## src/rtl/tw_seq_pkg.sv

```systemverilog
// Shared types and codes for the twiddle-ROM sequencer: FSM states, ROM state codes,
// ROM write-strobe codes and the FSM-to-state-code mapping.
package tw_seq_pkg;

    typedef enum logic [2:0] {
        IDLE     = 3'd0,
        FILL_HI  = 3'd1,
        BURST_HI = 3'd2,
        FILL_LO  = 3'd3,
        BURST_LO = 3'd4,
        RUN      = 3'd5,
        DONE     = 3'd6
    } fsm_e;

    localparam logic [3:0] ST_IDLE     = 4'd0;
    localparam logic [3:0] ST_LOAD     = 4'd2;
    localparam logic [3:0] ST_RUN      = 4'd4;
    localparam logic [3:0] ST_RUN_LAST = 4'd6;
    localparam logic [3:0] ST_DONE     = 4'd8;

    localparam logic [1:0] W_NONE = 2'd0;
    localparam logic [1:0] W_HI   = 2'd1;
    localparam logic [1:0] W_LO   = 2'd2;

    // Code presented to the ROM for a given controller state.
    function automatic logic [3:0] state_code(input logic [2:0] s, input logic last_stage);
        logic [3:0] code;
        code = ST_IDLE;
        case (s)
            IDLE:                                 code = ST_IDLE;
            FILL_HI, BURST_HI, FILL_LO, BURST_LO: code = ST_LOAD;
            RUN:                                  code = last_stage ? ST_RUN_LAST : ST_RUN;
            DONE:                                 code = ST_DONE;
            default:                              code = ST_IDLE;
        endcase
        return code;
    endfunction

endpackage

```

## src/rtl/tw_rom_seq_ctrl_if.sv

```systemverilog
// Host load channel of the twiddle-ROM sequencer: 64-bit twiddle halves over valid/ready.
interface tw_rom_seq_ctrl_if #(
    parameter int HDW = 64
) ();

    logic           ld_valid;
    logic [HDW-1:0] ld_data;
    logic           ld_ready;

    modport master (output ld_valid, output ld_data, input  ld_ready);
    modport slave  (input  ld_valid, input  ld_data, output ld_ready);

endinterface

```

## src/rtl/tw_seq_wbuf.sv

```systemverilog
// Four-entry staging buffer for one half of the writable twiddle table: a fill pointer
// advanced by host accepts and a burst read pointer that restarts on any gap in reads.
module tw_seq_wbuf #(
    parameter int HDW       = 64,
    parameter int NUM_ENTRY = 4
) (
    input  logic           CLK,
    input  logic           rst_n,
    input  logic           wr_en,
    input  logic [HDW-1:0] wr_data,
    input  logic           rd_en,
    output logic [HDW-1:0] rd_data,
    output logic           wr_last,
    output logic           rd_last
);

    localparam int PW = (NUM_ENTRY > 1) ? $clog2(NUM_ENTRY) : 1;

    logic [HDW-1:0] mem [NUM_ENTRY];
    logic [PW-1:0]  wptr;
    logic [PW-1:0]  rptr;

    assign wr_last = (wptr == PW'(NUM_ENTRY - 1));
    assign rd_last = (rptr == PW'(NUM_ENTRY - 1));
    assign rd_data = mem[rptr];

    always_ff @(posedge CLK) begin
        if (!rst_n) begin
            wptr <= '0;
            rptr <= '0;
        end else begin
            if (wr_en) begin
                wptr <= wr_last ? '0 : wptr + 1'b1;
            end
            if (!rd_en) begin
                rptr <= '0;
            end else begin
                rptr <= rd_last ? '0 : rptr + 1'b1;
            end
        end
    end

    // NOTE: the data array is deliberately left out of reset; every entry is rewritten
    // before it is read, and a reset here would only cost flops and routing.
    always_ff @(posedge CLK) begin
        if (wr_en) begin
            mem[wptr] <= wr_data;
        end
    end

endmodule

```

## src/rtl/tw_rom_seq_ctrl.sv

```systemverilog
// Twiddle-ROM sequencer: buffers host halves, replays them as 4-cycle ROM write bursts,
// then steps the NTT stages. Optional perf counter enabled by TW_SEQ_PERF_CNT_EN.
module tw_rom_seq_ctrl
    import tw_seq_pkg::*;
#(
    parameter int SC_WIDTH  = 3,
    parameter int S_WIDTH   = 4,
    parameter int HDW       = 64,
    parameter int NUM_ENTRY = 4,
    parameter int NUM_STAGE = 3,
    parameter int LEN_W     = 16
) (
    input  logic                CLK,
    input  logic                rst_n,
    input  logic                start,
    input  logic                do_load,
    input  logic [LEN_W-1:0]    stage_len,
    tw_rom_seq_ctrl_if.slave    ld_if,
    output logic [1:0]          rom_w,
    output logic [HDW-1:0]      rom_wdata,
    output logic [SC_WIDTH-1:0] stage_counter,
    output logic                CEN,
    output logic [S_WIDTH-1:0]  state,
    output logic                busy,
    output logic                done
`ifdef TW_SEQ_PERF_CNT_EN
    ,
    output logic [31:0]         perf_cycles
`endif
);

    localparam logic [2:0] S_IDLE     = IDLE;
    localparam logic [2:0] S_FILL_HI  = FILL_HI;
    localparam logic [2:0] S_BURST_HI = BURST_HI;
    localparam logic [2:0] S_FILL_LO  = FILL_LO;
    localparam logic [2:0] S_BURST_LO = BURST_LO;
    localparam logic [2:0] S_RUN      = RUN;
    localparam logic [2:0] S_DONE     = DONE;

    logic [2:0]          fsm;
    logic [2:0]          fsm_nxt;
    logic [SC_WIDTH-1:0] sc;
    logic [LEN_W-1:0]    cc;
    logic [LEN_W-1:0]    len_q;
    logic [HDW-1:0]      rd_data;
    logic                start_acc;
    logic                accept;
    logic                burst;
    logic                wr_last;
    logic                rd_last;
    logic                cyc_last;
    logic                stage_last;

    assign start_acc  = (fsm == S_IDLE) && start;
    assign accept     = ld_if.ld_valid && ld_if.ld_ready;
    assign burst      = (fsm == S_BURST_HI) || (fsm == S_BURST_LO);
    assign cyc_last   = (cc == len_q - 1'b1);
    assign stage_last = (sc == SC_WIDTH'(NUM_STAGE - 1));

    tw_seq_wbuf #(
        .HDW       (HDW),
        .NUM_ENTRY (NUM_ENTRY)
    ) u_wbuf (
        .CLK     (CLK),
        .rst_n   (rst_n),
        .wr_en   (accept),
        .wr_data (ld_if.ld_data),
        .rd_en   (burst),
        .rd_data (rd_data),
        .wr_last (wr_last),
        .rd_last (rd_last)
    );

    // NOTE: fsm_nxt gets its hold value first so every path assigns it and no latch
    // is inferred; combinational blocks use blocking '=' throughout.
    always_comb begin
        fsm_nxt = fsm;
        case (fsm)
            S_IDLE:     if (start)               fsm_nxt = do_load ? S_FILL_HI : S_RUN;
            S_FILL_HI:  if (accept && wr_last)   fsm_nxt = S_BURST_HI;
            S_BURST_HI: if (rd_last)             fsm_nxt = S_FILL_LO;
            S_FILL_LO:  if (accept && wr_last)   fsm_nxt = S_BURST_LO;
            S_BURST_LO: if (rd_last)             fsm_nxt = S_RUN;
            S_RUN:      if (cyc_last && stage_last) fsm_nxt = S_DONE;
            S_DONE:                              fsm_nxt = S_IDLE;
            default:                             fsm_nxt = S_IDLE;
        endcase
    end

    // NOTE: sequential state uses non-blocking '<=' so every register samples the
    // pre-edge values and block ordering cannot change behaviour.
    always_ff @(posedge CLK) begin
        if (!rst_n) begin
            fsm   <= S_IDLE;
            sc    <= '0;
            cc    <= '0;
            len_q <= LEN_W'(1);
        end else begin
            fsm <= fsm_nxt;
            if (start_acc) begin
                len_q <= (stage_len == '0) ? LEN_W'(1) : stage_len;
                sc    <= '0;
                cc    <= '0;
            end else if (fsm == S_RUN) begin
                if (cyc_last) begin
                    cc <= '0;
                    sc <= stage_last ? '0 : sc + 1'b1;
                end else begin
                    cc <= cc + 1'b1;
                end
            end
        end
    end

    // ROM-facing outputs trail the FSM by one cycle; ld_ready and busy are aligned to the
    // state being entered so the host sees ready in the first FILL cycle.
    always_ff @(posedge CLK) begin
        if (!rst_n) begin
            ld_if.ld_ready <= 1'b0;
            rom_w          <= W_NONE;
            rom_wdata      <= '0;
            stage_counter  <= '0;
            CEN            <= 1'b1;
            state          <= S_WIDTH'(ST_IDLE);
            busy           <= 1'b0;
            done           <= 1'b0;
        end else begin
            ld_if.ld_ready <= (fsm_nxt == S_FILL_HI) || (fsm_nxt == S_FILL_LO);
            rom_w          <= (fsm == S_BURST_HI) ? W_HI :
                              (fsm == S_BURST_LO) ? W_LO : W_NONE;
            rom_wdata      <= burst ? rd_data : '0;
            stage_counter  <= (fsm == S_RUN) ? sc : '0;
            CEN            <= (fsm != S_RUN);
            state          <= S_WIDTH'(state_code(fsm, stage_last));
            busy           <= (fsm_nxt != S_IDLE) || (fsm == S_DONE);
            done           <= (fsm == S_DONE);
        end
    end

`ifdef TW_SEQ_PERF_CNT_EN
    always_ff @(posedge CLK) begin
        if (!rst_n) begin
            perf_cycles <= '0;
        end else if (start_acc) begin
            perf_cycles <= '0;
        end else if (busy && (perf_cycles != 32'hFFFF_FFFF)) begin
            perf_cycles <= perf_cycles + 32'd1;
        end
    end
`endif

endmodule
```

## src/flat_wrapper.sv

```systemverilog
// flat-port wrapper written by rule: the top's interface ports become plain ports
module tw_rom_seq_ctrl_flat import tw_seq_pkg::*;
#(
    parameter int SC_WIDTH  = 3,
    parameter int S_WIDTH   = 4,
    parameter int HDW       = 64,
    parameter int NUM_ENTRY = 4,
    parameter int NUM_STAGE = 3,
    parameter int LEN_W     = 16
)
  (CLK, rst_n, start, do_load, stage_len, rom_w, rom_wdata, stage_counter, CEN, state, busy, done, ld_if_ld_valid, ld_if_ld_data, ld_if_ld_ready);
  tw_rom_seq_ctrl_if #(.HDW(HDW)) ld_if_i ();
  input  logic CLK;
  input  logic rst_n;
  input  logic start;
  input  logic do_load;
  input  logic [LEN_W-1:0] stage_len;
  output logic [1:0] rom_w;
  output logic [HDW-1:0] rom_wdata;
  output logic [SC_WIDTH-1:0] stage_counter;
  output logic CEN;
  output logic [S_WIDTH-1:0] state;
  output logic busy;
  output logic done;
  input wire logic [$bits(ld_if_i.ld_valid)-1:0] ld_if_ld_valid;
  input wire logic [$bits(ld_if_i.ld_data)-1:0] ld_if_ld_data;
  output wire logic [$bits(ld_if_i.ld_ready)-1:0] ld_if_ld_ready;
  assign ld_if_i.ld_valid = ld_if_ld_valid;
  assign ld_if_i.ld_data = ld_if_ld_data;
  assign ld_if_ld_ready = ld_if_i.ld_ready;
  tw_rom_seq_ctrl #(.SC_WIDTH(SC_WIDTH), .S_WIDTH(S_WIDTH), .HDW(HDW), .NUM_ENTRY(NUM_ENTRY), .NUM_STAGE(NUM_STAGE), .LEN_W(LEN_W)) u_core (.CLK(CLK), .rst_n(rst_n), .start(start), .do_load(do_load), .stage_len(stage_len), .ld_if(ld_if_i), .rom_w(rom_w), .rom_wdata(rom_wdata), .stage_counter(stage_counter), .CEN(CEN), .state(state), .busy(busy), .done(done));
endmodule
```

## config.mk

```make
export PLATFORM = sky130hd
export DESIGN_NAME = tw_rom_seq_ctrl_flat
export DESIGN_NICKNAME = d
export VERILOG_FILES = /design/src/rtl/tw_seq_pkg.sv /design/src/rtl/tw_rom_seq_ctrl_if.sv /design/src/rtl/tw_seq_wbuf.sv /design/src/rtl/tw_rom_seq_ctrl.sv /design/src/flat_wrapper.sv
export SDC_FILE = /design/constraint.sdc
export NUM_CORES = 1
export LEC_CHECK = 0
export BUFFER_PORTS_ARGS = -buffer_cell sky130_fd_sc_hd__buf_2
export CORE_MARGIN = 1
export CORE_UTILIZATION = 42
export CTS_BUF_LIST = sky130_fd_sc_hd__clkbuf_4
export CTS_CLUSTER_SIZE = 14
export DETAILED_ROUTE_END_ITERATION = 8
export PLACE_DENSITY = 0.7
export REMOVE_ABC_BUFFERS = 1
export SKIP_LAST_GASP = 1
export SYNTH_ARGS = -nofsm -noshare
export SYNTH_HDL_FRONTEND = slang
export SYNTH_HIERARCHICAL = 1
export SYNTH_SLANG_ARGS = --single-unit
export TNS_END_PERCENT = 50
```

## constraint.sdc

```tcl
create_clock -name CLK -period 5.8 [get_ports CLK]
set_input_delay 0.58 -clock CLK [delete_from_list [all_inputs] [get_ports CLK]]
set_output_delay 0.58 -clock CLK [all_outputs]
set_load 0.05 [all_outputs]
```

==> impl_metrics.ini, run 1 <==
[clock_tree]
cts.sinks = 374
clk_pin_slew_ns = 0.06
htreeDepth = 3
cts_made_buffers = 95
cts_resized = 0
cts_tree = done
cts_buffer_depth = 3
clock_latency_ns = 0.78
cts_root_buf = clkbuf_4

[timing]
layout_setup_ws_ns = 2.70
fin_setup_tns_ns = 0
fmax_mhz = 322
fin_crit_sh = 0.535
tightest_slew_ns = 1.19
period_needed_ns = 3.10
rsz0062_at_grt = no
slew_headroom = 0.206
setup_viol = 0
fin_skew_ns = 0.0711
final-max-slew-violation-count = 0
hold_viol = 0

[power_and_ir_drop]
power_density_nw_per_um2 = 326
switching_share = 0.230
p_clk_frac = 0.414
leakagePower_nw = 6.43
p_int_mw = 4.30
finalPower_mw = 5.58
p_sw_mw = 1.28
combPwrFrac = 0.061
peakVddDrop_mv = 0.255
sequentialPowerShare = 0.525

[floorplanning]
die_y_um = 184
start_util = 0.428
die_width_um = 184
io_pins = 162
core_area_um2 = 32600
die-area_um2 = 34000
core.rowCount = 66

[logic_synthesis]
syn_avg_cell_area_um2 = 16.7
synth_cells = 836
async_flop_share = 0
synth_edf_count = 256
synth_area_leaders = edfxtp_1 55%, dfxtp_1 17%, mux4_2 10%
synth_area_um2 = 14000
synth_top_flop_cell = edfxtp_1
yosysWarnings = 6
synth_seq_cells = 374
yosysSeqAreaShare = 0.720
synth_top_area_share = 0.550
yosys-top-cells-count = 256 x edfxtp_1, 118 x dfxtp_1, 72 x and3_1
ys_types = 58
yosysMostFrequentCell = edfxtp_1
yosysTopAreaCell = edfxtp_1

[setup_path]
path_max_fanout = 13
startpoint_type = flip-flop
required_ns = 6.36
crit_type = reg2reg
worstSetupEndpointType = flip-flop
reg2reg_depth = 9
arrival_ns = 3.66

[global_route]
grt_max_degree = 79
grt_pass1_vias = 8819
overflow = 0
antenna_found_initial = 3
grt_pass1_wl_um = 46100
grt_usage = 0.180

[detailed_routing]
drt_iter0_markers = 497
vias_per_cell = 5.07
vias = 8320
finalWirelength_um = 29400
antenna_left = 0
dr.pass1.iters = 5
wire_per_inst_um = 17.9
route.detailed.drc = 0

[final_layout]
design_area_um2 = 17100
syn_to_final_growth_pct = 22.5
final_nets = 1209
layout-drive-gt1-share = 0.354

[placement]
port_buffers = 160
place.gp.congestion = 0.812
place_hpwl_um = 15800
postPlaceCellArea_um2 = 15100
place_ws_ns = 2.74

[min_path]
min_path_cells = 3
hp-class = in2reg

[flow_run]
cap_violations = 0

[outcome]
status = finished, final reports clean
==> flip-flops by register name, summed over array words and instances, names as in the netlist, 2 cells and up <==
register	cells
u_core/cc	16
u_core/fsm	3
u_core/len_q	16
u_core/rom_w	2
u_core/rom_wdata	64
u_core/sc	3
u_core/stage_counter	3
u_core/state	3
u_core/u_wbuf/mem	256
u_core/u_wbuf/rptr	2
u_core/u_wbuf/wptr	2
==> power groups by stage <==
stage               sequential, mW  clock (mW)  combinational [mW]
global route                  2.93        2.52               0.370
detailed placement            2.99           0               0.304
floorplan                     3.03           0               0.146
finish                        2.93        2.31               0.340
global placement              2.99           0               0.299
CTS                           2.93        2.40               0.343
==> metal layers <==
metal | wire (um) | vias to the layer above | global-route usage | share of wire
met1 | 12200 | 4150 | 0.212 | 0.42
met5 | 0 | - | 0 | 0
met2 | 14700 | 224 | 0.300 | 0.50
li1 | - | 3882 | - | -
met3 | 1740 | 64 | 0.0553 | 0.059
met4 | 718 | 0 | 0.0863 | 0.024
==> through the flow <==
step           hold slack (ns)  instances  utilization
6_report                 0.104       1642        0.524
5_1_grt                 0.0478       1641        0.524
4_1_cts                0.00286       1638        0.524
3_5_place_dp             0.469       1392        0.463
3_3_place_gp             0.468       1392        0.463
2_1_floorplan            0.448        787            -
==> cell usage in the layout (no fill, tap or decap), drive strengths merged, types with 4 or more instances in the layout <==
cell type / instances
and2: 8
diode: 4
xor2: 18
mux4: 64
xnor2: 12
a211oi: 4
a21oi: 25
mux2i: 4
nand4: 9
or4: 5
clkbuf: 155
clkinv: 19
nor4: 9
dlygate4sd3: 69
o21ai: 7
edfxtp: 256
inv: 14
nor2: 23
nor3: 27
dfxtp: 118
nor3b: 4
and3: 72
nand2: 53
nand3: 11
o211ai: 5
buf: 163
ha: 8
==> repair_timing <==
| action | CTS | global route |
|---|---|---|
| setup buffers | 0 | 0 |
| hold buffers | 69 | 0 |
| hold endpoints to repair | 261 | 0 |
==> worst paths after layout <==
check	from	slack, ns	to
setup / recovery	u_core/len_q[0]	2.70	u_core/cc[4]
hold / removal	stage_len[12]	0.10	u_core/len_q[12]
setup reg to reg	u_core/len_q[0]	2.70	u_core/cc[4]
hold reg to reg	u_core/len_q[15]	0.48	u_core/len_q[15]
==> logic make-up after synthesis <==
kind of cell	Yosys count	share of synthesized area
adders and majority gates	8	0.00717
xor gates and xnor gates	30	0.0188
AOI/OAI and AO/OA	57	0.0274
muxes	68	0.106
buffers and inverters	61	0.0225
DFF	374	0.720
and+or+nand+nor	237	0.0982
other	1	0.000269
==> cell type report <==
class,count,area [um2]
clock inverter,22,139
clock buffer,155,1160
antenna,4,10.0
multi-input combinational,401,3620
sequential,374,10100
inverter,12,45.0
tap,442,553
fill,2686,15500
timing repair buffer,232,1510
==> critical path, stage by stage, from the launching register on <==
cell and delay (ns):
dfxtp_1 0.36, inv_1 0.08, ha_1 0.21, nor3b_4 0.37
and4_1 0.30, xnor2_1 0.09, a211oi_2 0.30, nor2_1 0.12
nor3_2 0.94, nor3_1 0.14
No activity file was read; power rests on OpenSTA's default activity.
==> run 2, diff against run 1 <==
--- a/config.mk
+++ b/config.mk
@@ -11,7 +11,7 @@
 export CTS_BUF_LIST = sky130_fd_sc_hd__clkbuf_4
 export CTS_CLUSTER_SIZE = 14
 export DETAILED_ROUTE_END_ITERATION = 8
-export PLACE_DENSITY = 0.7
+export PLACE_DENSITY = 0.72
 export REMOVE_ABC_BUFFERS = 1
 export SKIP_LAST_GASP = 1
 export SYNTH_ARGS = -nofsm -noshare
==> constraint.sdc (replaced) <==
create_clock -name CLK -period 2.65 [get_ports CLK]
set_input_delay 0.265 -clock CLK [delete_from_list [all_inputs] [get_ports CLK]]
set_output_delay 0.265 -clock CLK [all_outputs]
set_load 0.05 [all_outputs]
==> run 2 against run 1 <==
Global-route usage up 0.46 points; sequential share of layout area down 1.6 points; register-to-register slack worse by 2.5 ns; non-clock buffer count up 37; largest cell class unchanged; highest routed layer unchanged.
==> impl_metrics.ini, run 2 (synthesized netlist as in run 1, its figures left out) <==
[power_and_ir_drop]
sequentialPowerShare = 0.521
switching_share = 0.235
p_clk_frac = 0.414
leakagePower_nw = 6.65
power_density_nw_per_um2 = 700
p_sw_mw = 2.90
combPwrFrac = 0.066
finalPower_mw = 12.3
p_int_mw = 9.41
peakVddDrop_mv = 0.509

[final_layout]
final_nets = 1249
largest_register_ffs = 256
layout.cells.most_common_list = 256 x edfxtp_1, 160 x buf_2, 150 x clkbuf_4
fin_util = 0.539
syn_to_final_growth_pct = 25.9
top_regs = u_core/u_wbuf/mem: 256 flops, u_core/rom_wdata: 64 flops
layout-drive-gt1-share = 0.361
design_area_um2 = 17600
layout_commonest_cell = edfxtp_1
regMostFlops = u_core/u_wbuf/mem

[timing]
setup_viol = 0
rsz0062_at_grt = no
slew_headroom = 0.575
final-max-slew-violation-count = 0
fin_setup_tns_ns = 0
period_needed_ns = 2.48
tightest_slew_ns = 0.637
fin_crit_sh = 0.936
fmax_mhz = 403
fin_skew_ns = 0.0483
hold_viol = 0

[placement]
port_buffers = 160
place.gp.congestion = 0.780
postPlaceCellArea_um2 = 15400
place_hpwl_um = 17700

[outcome]
status = finished, final reports clean

[clock_tree]
cts_tree = done
htreeDepth = 3
cts_buffer_depth = 3
cts_root_buf = clkbuf_4
cts.sinks = 374
cts_made_buffers = 98
clock_latency_ns = 0.77
clk_pin_slew_ns = 0.06

[global_route]
antenna_found_initial = 2
grt_usage = 0.185
grt_pass1_wl_um = 47300
grt_pass1_vias = 9009
overflow = 0
grt_max_degree = 53

[setup_path]
path_max_fanout = 6
crit_type = reg2reg
critPathMaxStageDelay_ns = 0.36
worstSetupEndpointType = flip-flop
path_delay_family = simple AND/OR/NAND/NOR gates
required_ns = 3.26
worst-path-buf-inv = 2
path_cells = inv_1 -> ha_1 -> nor3b_4 -> buf_4 -> nand4_1 -> a2111o_1 -> o211ai_2 -> nand3_2 -> o2111ai_1 -> or3b_1
cp_slowest_cell = dfxtp_1
arrival_ns = 3.09
startpoint_type = flip-flop

[detailed_routing]
drt_iter0_markers = 428
route.detailed.drc = 0
wire_per_inst_um = 17.9
vias = 8390
antenna_left = 0
dr.pass1.iters = 4
finalWirelength_um = 30100
vias_per_cell = 4.98

[floorplanning]
die_y_um = 184
die-area_um2 = 34000
core.rowCount = 66
core_area_um2 = 32600
die_width_um = 184
start_util = 0.428
io_pins = 162

[flow_run]
cap_violations = 0

[min_path]
hp-class = in2reg
==> run 2: cell count changes in the layout (fill, tap and decap cells not counted), sizes merged <==
cell         before  now
buf             163  186
clkbuf          155  150
clkinv           19   30
diode             4    2
dlygate4sd3      69   83
inv              14   17
==> run 2: cell type report <==
class | instances | area [um2]
Timing Repair Buffer | 269 | 1960
Fill cell | 2670 | 15000
Tap cell | 442 | 553
Multi-Input combinational cell | 401 | 3630
Sequential cell | 374 | 10100
Clock buffer | 150 | 1130
Antenna cell | 2 | 5.00
Inverter | 12 | 45.0
Clock inverter | 36 | 201
==> run 2: worst min-delay path: stages <==
cell and delay [ns]:
buf_2 0.09, nor2_1 0.04, a21oi_1 0.13, o22ai_1 0.10, nor3_1 0.13
==> run 2: power by group through the flow <==
stage               Sequential [mW]  Combinational (mW)  Clock [mW]
floorplan                      6.63               0.320           0
global placement               6.52               0.693           0
detailed placement             6.53               0.706           0
CTS                            6.40               0.808        5.26
global route                   6.41               0.876        5.59
finish                         6.40               0.806        5.09
==> run 2: layer usage <==
| metal | global-route usage | wire length [um] | part of all wire |
|---|---|---|---|
| met1 | 0.217 | 12300 | 0.41 |
| met4 | 0.0857 | 840 | 0.028 |
| met5 | 0 | 0 | 0 |
| met3 | 0.0563 | 1800 | 0.060 |
| met2 | 0.309 | 15200 | 0.50 |
==> run 2: path summary, 6_finish.rpt <==
check | endpoint | from | slack [ns] | cells after the start
worst max-delay path | u_core/sc[1] | u_core/len_q[0] | 0.17 | 10
worst min-delay path | u_core/ld_if.ld_ready | do_load | 0.09 | 5
worst max register to register | u_core/sc[1] | u_core/len_q[0] | 0.17 | 10
worst min register to register | u_core/len_q[15] | u_core/len_q[15] | 0.49 | 2
==> run 2: per-stage QoR <==
step,hold slack (ns),setup slack [ns],cells
finish,0.0865,0.171,1686
global route,0.0512,0.0190,1686
CTS,0.0161,0.0888,1683
detailed placement,0.479,0.101,1414
global placement,0.478,0.172,1414
floorplan,0.341,-1.29,787
==> run 2: what timing repair did <==
item	CTS	global route
gates resized for setup	0	2
hold endpoints to repair	277	0
endpoints found under the setup margin	0	7
hold buffers	83	0
setup buffers	0	1
